[config.mk]
export PLATFORM = sky130hd
export DESIGN_NAME = lut_layer_pipe
export DESIGN_NICKNAME = d
export VERILOG_FILES = /design/src/rtl/lut_layer_pipe.sv
export SDC_FILE = /design/constraint.sdc
export NUM_CORES = 1
export LEC_CHECK = 0
export ABC_AREA = 0
export BUFFER_PORTS_ARGS = -buffer_cell sky130_fd_sc_hd__buf_2
export CAP_MARGIN = 15
export CELL_PAD_IN_SITES_DETAIL_PLACEMENT = 1
export CELL_PAD_IN_SITES_GLOBAL_PLACEMENT = 2
export CORE_MARGIN = 2
export CORE_UTILIZATION = 40
export CTS_CLUSTER_DIAMETER = 30
export DETAILED_ROUTE_END_ITERATION = 8
export PLACE_DENSITY = 0.77
export SKIP_CTS_REPAIR_TIMING = 1
export SYNTH_ARGS = -nofsm -noshare
export SYNTH_HDL_FRONTEND = slang
export SYNTH_SLANG_ARGS = --single-unit
[constraint.sdc]
create_clock -name clk -period 4.7 [get_ports clk]
set_clock_uncertainty 0.2 [all_clocks]
set_input_delay 0.235 -clock clk [delete_from_list [all_inputs] [get_ports clk]]
set_output_delay 0.235 -clock clk [all_outputs]
set_load 0.01 [all_outputs]
[src/rtl/lut_layer_pipe.sv]
// lut_layer_pipe: one registered stage of run-time-loadable truth-table neurons
// with a valid/ready stream and a table write port.
module lut_layer_pipe #(
  parameter int NEURONS  = 4,
  parameter int FANIN    = 6,
  parameter int OUT_BITS = 1,
  parameter int NIDX_W   = 2
) (
  input  logic                         clk,
  input  logic                         rst_n,
  input  logic                         in_valid,
  output logic                         in_ready,
  input  logic [NEURONS*FANIN-1:0]     in_data,
  output logic                         out_valid,
  input  logic                         out_ready,
  output logic [NEURONS*OUT_BITS-1:0]  out_data,
  input  logic                         cfg_we,
  input  logic [NIDX_W-1:0]            cfg_neuron,
  input  logic [FANIN-1:0]             cfg_addr,
  input  logic [OUT_BITS-1:0]          cfg_data,
  output logic [15:0]                  lookups
);
  localparam int DEPTH = 1 << FANIN;
  logic [OUT_BITS-1:0] tbl_q [NEURONS][DEPTH];
  logic [OUT_BITS-1:0] tbl_d [NEURONS][DEPTH];
  logic [NEURONS*OUT_BITS-1:0] out_data_q, out_data_d, lut;
  logic out_valid_q, out_valid_d, accept;
  logic [15:0] lookups_q, lookups_d;
  assign in_ready = !out_valid_q || out_ready;
  assign accept = in_valid && in_ready;
  // Lookups read the pre-write table, so a same-cycle write only affects later accepts.
  always_comb begin
    lut = '0;
    for (int n = 0; n < NEURONS; n++)
      lut[n*OUT_BITS +: OUT_BITS] = tbl_q[n][in_data[n*FANIN +: FANIN]];
  end
  always_comb begin
    tbl_d = tbl_q;
    for (int n = 0; n < NEURONS; n++)
      if (cfg_we && int'(cfg_neuron) == n) tbl_d[n][cfg_addr] = cfg_data;
  end
  always_comb begin
    out_valid_d = accept || (out_valid_q && !out_ready);
    out_data_d  = accept ? lut : out_data_q;
    lookups_d   = lookups_q + 16'(accept);
  end
  always_ff @(posedge clk or negedge rst_n) begin
    if (!rst_n) begin
      tbl_q       <= '{default: '0};
      out_valid_q <= 1'b0;
      out_data_q  <= '0;
      lookups_q   <= '0;
    end else begin
      tbl_q       <= tbl_d;
      out_valid_q <= out_valid_d;
      out_data_q  <= out_data_d;
      lookups_q   <= lookups_d;
    end
  end
  assign out_valid = out_valid_q;
  assign out_data  = out_data_q;
  assign lookups   = lookups_q;
endmodule
==> results of run 1 <==
## worst max-delay path: stages, from the launching register on
cell	delay, ps
dfrtp_1	370
nand2b_1	330
nand2_1	470
inv_1	240
ha_1	270
nand3_1	100
nor2_1	290
nand3_1	140
xnor2_1	150
## logic make-up (layout without fill, tap and decap cells)
group	after synthesis	in the layout	share of synthesized area
mux	352	352	0.330
simple gates	420	420	0.127
xor+xnor	15	15	0.00918
flops	277	277	0.485
fa+ha+maj	2	2	0.00175
buf+inv	92	218	0.0347
compound gates	21	21	0.0126
## how the worst max path moves through the flow
stage	startpoint	endpoint	slack (ps)
global route	out_valid	lookups[15]	1810
CTS	out_valid	lookups[15]	1980
detailed placement	out_valid	lookups[15]	2040
global placement	out_valid	lookups[15]	2020
finish	out_valid	lookups[15]	2020
floorplan	out_valid	lookups[15]	2500
## flip-flops by register name (all words and copies together), names as in the netlist
register,flops
tbl_q,256
lookups,16
out_data,4
out_valid,1
## synthesized netlist by cell type, drive strengths merged, types with 5 or more instances
cell and instances:
and3 6, buf 46, clkbuf 45, dfrtp 277, mux2 263, mux2i 27
mux4 62, nand2 130, nand3 16, nor2 215, nor3 11, nor3b 9
nor4b 5, or3b 5, xnor2 12
## layout by cell type (no fill, tap or decap), types with 10 or more instances in the layout
cell type  netlist  final
clkbuf_16        0     79
mux4_1          24     24
mux2i_1         27     27
nand2_1        130    130
clkbuf_8         0     19
dfrtp_1        277    277
nand3_1         16     15
mux2_1          10     10
xnor2_1         12     12
buf_2           25     57
mux4_2          38     38
clkinv_2         0     14
nor3_1          11     11
mux2_2         253    253
clkbuf_1        45     10
nor2_1         215    215
bufinv_16        0     11
## stage by stage
step / instances / total power, mW
6_report: 1766 / 8.64
4_1_cts: 1756 / 8.73
5_1_grt: 1766 / 8.94
3_3_place_gp: 1616 / 3.18
2_1_floorplan: 1179 / 2.98
3_5_place_dp: 1617 / 3.20
## report_power, final
group / switching (mW) / leakage (nW) / internal, mW
Sequential: 0.0922 / 3.81 / 2.53
Clock: 1.54 / 1.36 / 3.93
Combinational: 0.317 / 3.01 / 0.237
## layout make-up
cell class,count,area [um^2],area share
clock inverters,31,467,0.0264
well taps,461,577,0.0327
inverters,1,3.75,0.000213
flip-flops and latches,277,6930,0.393
clock buffers,108,2280,0.129
repair buffers,78,514,0.0291
multi-input cells,810,6880,0.390
## per-layer routing
| layer | GRT usage | share of wire | vias to the layer above |
|---|---|---|---|
| met5 | 0 | 0 | - |
| met4 | 0.0865 | 0.023 | 0 |
| met3 | 0.0393 | 0.036 | 73 |
| met2 | 0.389 | 0.50 | 193 |
| met1 | 0.306 | 0.44 | 5164 |
| li1 | - | - | 4324 |
==> results.txt, run 1 <==
- The number of nets handed over by synthesis was 1,219.
- The finished cells cover 17,700 um^2.
- Count of pins over their slew limit: 0
- Setup violations remaining at the end of the flow were counted as 0.
* Number of I/O port buffers: 59
* Dominant cells by area after synthesis: dfrtp_1 48%, mux2_2 20%, mux4_2 6.0%, nor2_1 5.6%, mux4_1 4.4%
- Wire length of the first global-routing pass: 64,500 um
* Endpoints failing hold: 1
- For this configuration, the core starts out at a cell density of 0.404.
* Global-route total usage across every layer: 0.233
- Setup crit end kind: flop
- Endpoint of the worst-slack reg-to-reg timing path: lookups[15]
* Nets: 1,284
* Number of diodes added for antenna fixing: 0
* Worst hold path cell count: 4
- Crit path launch type: flop
- P_leak: 8.18 nW
- Finished Core Util: 0.499
- Of the available clock period, the critical path in the final layout requires 0.570.
- Clock tree from TritonCTS: built
* Overall overflow remaining after global route: 0
* Antenna violations before repair: 0
* Reg2reg setup slack: 2020 ps
- Worst Hold Slack: -40.1 ps
- Clock tree synthesis selected as its root buffer the cell clkbuf_16.
- Post-synth ARST share: 1.00
- Row generation in the floorplan step produced 69 rows.
- Clock slew at reported path FFs: 40 ps
- Path depth of the worst reg2reg path: 8
- Aggregate routed wire length: 41,900 um
- Max-capacitance violation count: 0
- Synthesized flop and latch total: 277
- Maximum fanout along the worst path: 13
- Static timing analysis puts the maximum clock frequency at 373 MHz.
* Layout cells sized above 1: 0.385
- Area growth syn-to-layout: 23.4%
- Pre-CTS setup slack: 2040 ps
* Worst min-delay path category: input pin to flop
- Final HPWL from detailed placement: 26,900 um
- Die W: 193 um
- Portion of synthesized cell area occupied by the leading cell type: 0.485
* Vias: 9,754
- After detailed routing, the number of vias per cell comes to 5.52.
* DRC Markers: 0
- The worst hold path terminates at out_data[2].
- The H-tree generated during clock tree synthesis spans 3 levels.
- Netlist Area Pre-Place: 14,300 um^2
- Routed len/inst: 23.7 um
- The critical path is of the flop to flop type.
- Placeable core area: 35,400 um^2
- The clock drives 277 sinks.
- At the worst endpoint, the arrival time is 2940 ps.
- PwrDens: 490 nW/um^2
* Transition time at the pin with the least slew margin: 1120 ps
- At the worst endpoint, the required time is 4960 ps.
- Io pins: 60
* Syn Inst Count: 1,179
* Slew headroom: 0.252
- Number of distinct standard cells referenced by the synthesized netlist: 45
- Global placer's final weighted congestion: 0.842
* Number of warnings printed during yosys synthesis: 0
- The filler cells instantiated in the layout total 3,662.
* Largest net degree at the start of global routing: 161
- Violations in the final reports: negative hold slack
- Vias in the first global route: 10,600
* Detailed router's first-iteration violation count: 572
- In this run the most critical hold path is launched from in_data[13].
* VDD IR max: 0.342 mV
* Main flop type after synthesis: dfrtp_1
- After routing, the total negative slack on setup checks comes to 0 ps.
- Clock latency on the worst-skew pair: 590 ps
- The floorplan step defined a die boundary enclosing 37,300 um^2.
- The startpoint identified for the worst register-to-register timing path is out_valid.
* Final min period: 2680 ps
- Run status: finished with violations
* Chip height: 193 um
- Across all setup checks in the final design, the least slack found is 2020 ps.
- Library cell with the largest summed area after synthesis: dfrtp_1
- Maximum buffer depth of the clock tree: 3
- Sequential fraction of the synthesis area: 0.485
* Number of antenna-violating nets in the routed design: 0
- Clock tree synthesis inserted a total of 76 buffers.
* Post-detailed-placement cell area: 14,800 um^2
- In this run the mean area of a mapped cell was 12.1 um^2.
- Setup repair after global routing left no endpoint under its margin.
* Initial DRT Pass Iterations: 5
* Number of enable flip-flop cells after synthesis: 0
No activity file was read; power rests on OpenSTA's default activity.
==> inputs of run 2 (changes only) <==
==> constraint.sdc (replaced) <==
create_clock -name clk -period 2.5 [get_ports clk]
set_clock_uncertainty 0.2 [all_clocks]
set_input_delay 0.125 -clock clk [delete_from_list [all_inputs] [get_ports clk]]
set_output_delay 0.125 -clock clk [all_outputs]
set_load 0.01 [all_outputs]
==> results.txt, run 2 (synthesized netlist as in run 1, its figures left out) <==
* Run status: completed
- Largest net degree at the start of global routing: 84 (-48%)
* Final setup fails: 0 (unchanged)
* Vias in the first global route: 10,800 (+1.7%)
- PwrDens: 928 nW/um^2 (+90%)
- The instance count after placement with tap cells included was 1,653 (+2.2%).
- The max-slew violation total from the final report came to 0 (unchanged).
* Final HPWL from detailed placement: 28,400 um (+5.6%)
* Transition time at the pin with the least slew margin: 1030 ps (-89.8 ps)
* Endpoint required time on the critical path: 2740 ps (-2220 ps)
- The last weighted congestion value of the routability-driven placer is 0.799 (-5.1%).
- Clock tree from TritonCTS: built
* Cts bufs inserted: 78 (+2.6%)
- Most common cell after layout, fill and taps aside: dfrtp_1
- P_leak: 8.44 nW (+3.2%)
* DRC Markers: 0 (unchanged)
- Vias: 9,922 (+1.7%)
* Sw Share: 0.220 (-0.00466)
* Number of I/O port buffers: 59 (unchanged)
- The count of routing violations after the opening detailed-route iteration is 531 (-7.2%).
- The die span in x is 193 um (unchanged).
- The share of the core filled with cells is 0.514 (+0.0152).
* Count of buffering cells on the critical path with inverters included: 1 (unchanged)
- The number of max-cap violations is 0 (unchanged).
- The via density per instance was 5.47 (-0.91%).
- The total global routing overflow came to 0 (unchanged).
* Global-route total usage across every layer: 0.235 (+0.00135)
- The worst register-to-register path begins at tbl_q[196].
- Initial DRT Pass Iterations: 5 (unchanged)
- The number of H-tree levels came to 3 (unchanged).
* Critical path's slowest cell: dlygate4sd3_1
* Aggregate routed wire length: 42,400 um (+1.2%)
- Final min period: 2380 ps (-294 ps)
- The largest stage delay on the critical path was 580 ps (+110 ps).
- The count of nets left with antenna violations after detail routing is 0 (unchanged).
- The setup path with the least slack is of type flop to flop.
* Starting density of the core: 0.404 (unchanged)
- Chip height: 193 um (unchanged)
- The largest fanout on the critical path came to 2 (-11).
- The remaining max-slew budget at the tightest pin came to 0.312 (+0.0599).
- Placeable core area: 35,400 um^2 (unchanged)
- Path depth of the worst reg2reg path: 6 (-2)
- The endpoint identified for the worst register-to-register timing path is out_data[0].
* Number of rows created at floorplan: 69 (unchanged)
- End point of the critical path: out_data[0]
- Setup crit end kind: flop
- Antenna violations before repair: 0 (unchanged)
* VDD IR max: 0.569 mV (+67%)
* Clk sinks: 277 (unchanged)
* Endpoints failing hold: 0 (-1)
* Io pins: 60 (unchanged)
- In the layout the commonest cells are 277 x dfrtp_1, 253 x mux2_2, 215 x nor2_1.
- Die ar.: 37,300 um^2 (unchanged)
* Crit-path cells: mux4_1 -> mux2i_1 -> nand3_1 -> a22oi_2 -> dlygate4sd3_1 -> o32ai_1
- Crit path launch type: flop
- Routed len/inst: 23.4 um (-1.4%)
* Highest achievable clock rate: 419 MHz (+12%)
- The data arrival time at the worst-slack endpoint was 2620 ps (-320 ps).
- Among cell families on the critical path, the largest total delay comes from multiplexers.
- The clock latency of the later-clocked register in the worst-skew pair was 570 ps (-20 ps).
* Share of power burned in registers: 0.292 (-0.011)
- Register ranked first by flip-flop count: tbl_q
- Worst min-delay path category: input pin to flop
- Reg2reg setup slack: 120 ps (-1910 ps)
- The net count of the finished layout came to 1,334 (+3.9%).
- Worst setup path startpoint: tbl_q[196]
- The overall power came to 16.9 mW (+95%).
- The critical path depth was 6 (-2).
- Clock power share: 0.643 (+0.010)
- Final clock period utilization by the worst path: 0.954 (+0.384)
- Sw Pwr: 3.72 mW (+91%)
* Number of cells in the finished layout apart from fillers: 1,813 (+2.7%)
* Number of diodes added for antenna fixing: 0 (unchanged)
* Layout cells sized above 1: 0.399 (+0.0140)
* Wire length of the first global-routing pass: 64,700 um (+0.32%)
- The maximum clock insertion buffer count is 3 (unchanged).
- The startpoint identified for the worst hold timing path is cfg_neuron[0].
- Largest register FFs: 256 (unchanged)
- CTS placed an instance of clkbuf_16 at the clock tree root.
* Clock slew at reported path FFs: 40 ps (about the same)
- The area growth from synthesis to layout is 27.1%.
- Cell-internal power: 13.2 mW (+96%)
- Share of power burned in combinational logic: 0.065 (about the same)
run 2: cell count changes in the layout (fill, tap and decap cells not counted), moves of 3 or more:
cell / change
clkinvlp_4: +4
clkbuf_8: -10
clkinv_2: +3
clkbuf_1: -3
buf_4: +31
dlygate4sd3_1: +13
buf_12: +4
bufinv_16: +8
run 2: metrics by stage:
stage | instance area [um^2] | hold slack (ps) | TNS [ps] | setup WS, ps
global placement | 15100 | -83.4 | 0 | 371
finish | 18200 | 17.7 | 0 | 116
detailed placement | 15100 | -78.3 | 0 | 345
global route | 18200 | 39.6 | -13.0 | -13.0
CTS | 18000 | -669 | 0 | 403
floorplan | 14300 | -371 | 0 | 299
run 2: worst min path at each step:
stage / slack (ps) / endpoint / cells past startpoint
2_1_floorplan: -370 / lookups[0] / 0
4_1_cts: -670 / tbl_q[36] / 1
5_1_grt: 40 / tbl_q[117] / 5
6_report: 20 / tbl_q[238] / 5
3_3_place_gp: -80 / tbl_q[23] / 1
3_5_place_dp: -80 / tbl_q[7] / 1
run 2: cell type report:
| class | instances | area, um^2 |
|---|---|---|
| inverters | 1 | 3.75 |
| fillers | 3623 | 17200 |
| multi-input cells | 810 | 6880 |
| flip-flops and latches | 277 | 6930 |
| repair buffers | 126 | 957 |
| clock inverters | 43 | 711 |
| clock buffers | 95 | 2130 |
| well taps | 461 | 577 |
run 2: worst register-to-register path: stages (launching register included):
cell and delay [ps]:
dfrtp_1 370, mux4_1 540, mux2i_1 230, nand3_1 120
a22oi_2 130, dlygate4sd3_1 580, o32ai_1 90
run 2: power groups by stage:
stage	registers [mW]	clock network, mW	logic [mW]
after floorplan	4.95	0	0.655
after global placement	4.97	0	1.04
after detailed placement	4.99	0	1.07
after CTS	4.93	11.0	1.09
after global routing	4.96	11.2	1.21
final	4.93	10.8	1.10
run 2: per-layer routing:
metal  global-route usage  routed length [um]
met4               0.0883                1220
met2                0.410               21900
met1                0.289               17700
met5                    0                   0
met3               0.0445                1560
==> inputs of run 3 (changes only) <==
--- a/config.mk
+++ b/config.mk
@@ -15,6 +15,7 @@
 export CTS_CLUSTER_DIAMETER = 30
 export DETAILED_ROUTE_END_ITERATION = 8
 export PLACE_DENSITY = 0.77
+export RECOVER_POWER = 25
 export SKIP_CTS_REPAIR_TIMING = 1
 export SYNTH_ARGS = -nofsm -noshare
 export SYNTH_HDL_FRONTEND = slang
==> results.txt, run 3 (synthesized netlist as in run 1, its figures left out) <==
- The pin slew with the least headroom to its limit was 1030 ps (-4.49 ps).
- The clock period minus final worst setup slack came to 2410 ps (+27.0 ps).
- Crit path launch type: flop
* Largest register FFs: 256 (unchanged)
* Area growth syn-to-layout: 26.8%
- Clock tree from TritonCTS: built
- Wire length of the first global-routing pass: 64,700 um (unchanged)
- The worst hold path depth was 5 (unchanged).
* Number of antenna-violating nets in the routed design: 0 (unchanged)
* Clk sinks: 277 (unchanged)
- The max-slew violation total from the final report came to 0 (unchanged).
- The tightest hold margin is 21.3 ps (+3.57 ps).
- The clock latency of the later-clocked register in the worst-skew pair was 570 ps (about the same).
- Number of diodes added for antenna fixing: 0 (unchanged)
- Chip height: 193 um (unchanged)
- VDD IR max: 0.570 mV (about the same)
* Post-layout power: 16.9 mW (about the same)
* P_leak: 8.38 nW (-0.76%)
- STA classifies the critical path endpoint as a flop.
- Data arrival, critical path: 2650 ps (+30 ps)
- Starting density of the core: 0.404 (unchanged)
* Endpoints failing hold: 0 (unchanged)
- Aggregate routed wire length: 42,300 um (-0.10%)
* PwrDens: 930 nW/um^2 (+0.26%)
* Worst min-delay path category: input pin to flop
- The maximum clock insertion buffer count was 3 (unchanged).
- The share of the core filled with cells is 0.512 (-0.00155).
* Global placer's final weighted congestion: 0.799 (unchanged)
* Routed len/inst: 23.3 um (-0.10%)
- Final HPWL from detailed placement: 28,400 um (unchanged)
* Number of levels in the clock H-tree: 3 (unchanged)
- The length in cells of the worst reg-to-reg path was 6 (unchanged).
- The routed wire length on met2 was 21,900 um (about the same).
- The net count of the finished layout was 1,334 (unchanged).
- # fillers: 3,633 (+0.28%)
* Final clock period utilization by the worst path: 0.965 (+0.0108)
- The setup TNS is 0 ps (unchanged).
- The total length of routed met3 wires was 1740 um (+12%).
- Number of I/O port buffers: 59 (unchanged)
* DRC Markers: 0 (unchanged)
- Global-route total usage across every layer: 0.235 (unchanged)
* Initial DRT Pass Iterations: 5 (unchanged)
- Clock slew at reported path FFs: 40 ps (about the same)
* Endpoint required time on the critical path: 2730 ps (about the same)
* Pre-CTS setup slack: 345 ps (unchanged)
- Max-capacitance violation count: 0 (unchanged)
- The worst setup slack after layout was 88.7 ps (-27.0 ps).
- The count of routing violations after the opening detailed-route iteration was 523 (-1.5%).
- Ranked by flip-flop count, first place goes to tbl_q.
- After detailed routing, no signal wire sits above met4.
* Placeable core area: 35,400 um^2 (unchanged)
- Ratio of routed vias to standard cells: 5.48 (+0.15%)
- Final setup fails: 0 (unchanged)
* Number of rows created at floorplan: 69 (unchanged)
* Slew headroom: 0.315 (+0.00299)
- The I/O pin count came to 60 (unchanged).
- Cts bufs inserted: 78 (unchanged)
* Cell chosen for the clock root: clkbuf_16
- The maximum achievable frequency came to 415 MHz (-1.1%).
- Most frequent cells in the layout: 277 x dfrtp_1, 251 x mux2_2, 215 x nor2_1
- Vias: 9,937 (+0.15%)
- Leaving out fill and tap cells, the most frequent cell in the layout is dfrtp_1.
- Antenna violations before repair: 0 (unchanged)
* Run status: completed
- The met1 layer wirelength in the final routing is 17,400 um (-1.4%).
- Kind of critical path: flop to flop
- Largest net degree at the start of global routing: 84 (unchanged)
- Die W: 193 um (unchanged)
- The share of cells above drive strength 1 is 0.386 (-0.0133).
- The number of global-route vias before repair came to 10,800 (unchanged).
- Overall overflow remaining after global route: 0 (unchanged)
* Maximum fanout along the worst path: 2 (unchanged)
* Die ar.: 37,300 um^2 (unchanged)
run 3: changes by cell type in the layout (fill, tap and decap cells not counted):
cell | previous run | this run
and2_0 | 0 | 1
and2_1 | 2 | 1
buf_2 | 57 | 52
buf_4 | 38 | 27
buf_8 | 1 | 0
clkbuf_1 | 7 | 23
clkbuf_4 | 0 | 1
mux2_1 | 10 | 12
mux2_2 | 253 | 251
run 3: metal layers:
| metal | vias up | GRT usage |
|---|---|---|
| met5 | - | 0 |
| met4 | 0 | 0.0883 |
| met3 | 91 | 0.0445 |
| met2 | 235 | 0.410 |
| met1 | 5194 | 0.289 |
| li1 | 4417 | - |
run 3: critical path, cell delays in order, from the launching register on:
cell and delay, ps:
dfrtp_1 370, mux4_1 540, mux2i_1 250, nand3_1 120, a22oi_2 130, dlygate4sd3_1 580, o32ai_1 90
run 3: stage by stage:
step / area, um^2 / std cells
floorplan: 14300 / 1179
global placement: 15100 / 1653
detailed placement: 15100 / 1653
CTS: 18000 / 1791
global route: 18100 / 1813
finish: 18100 / 1813
run 3: cell type report:
type,instances,area (um^2),share of cell area
flip-flops and latches,277,6930,0.382
multi-input cells,810,6880,0.379
clock buffers,95,2130,0.117
repair buffers,126,902,0.0497
clock inverters,43,711,0.0392
well taps,461,577,0.0318
inverters,1,3.75,0.000207
run 3: power by group:
group / leakage, nW / total [mW] / internal, mW / switching [mW]
Sequential: 3.81 / 4.93 / 4.75 / 0.176
Combinational: 3.18 / 1.10 / 0.490 / 0.608
Clock: 1.39 / 10.8 / 7.91 / 2.93
run 3: path summary, 6_finish.rpt:
path	start	endpoint	slack (ps)
worst max-delay path	tbl_q[196]	out_data[0]	90
worst min-delay path	cfg_neuron[0]	tbl_q[238]	20
worst max register to register	tbl_q[196]	out_data[0]	90
worst min register to register	lookups[8]	lookups[8]	290
max in group asynchronous	rst_n	tbl_q[30]	590
min in group asynchronous	rst_n	tbl_q[36]	640
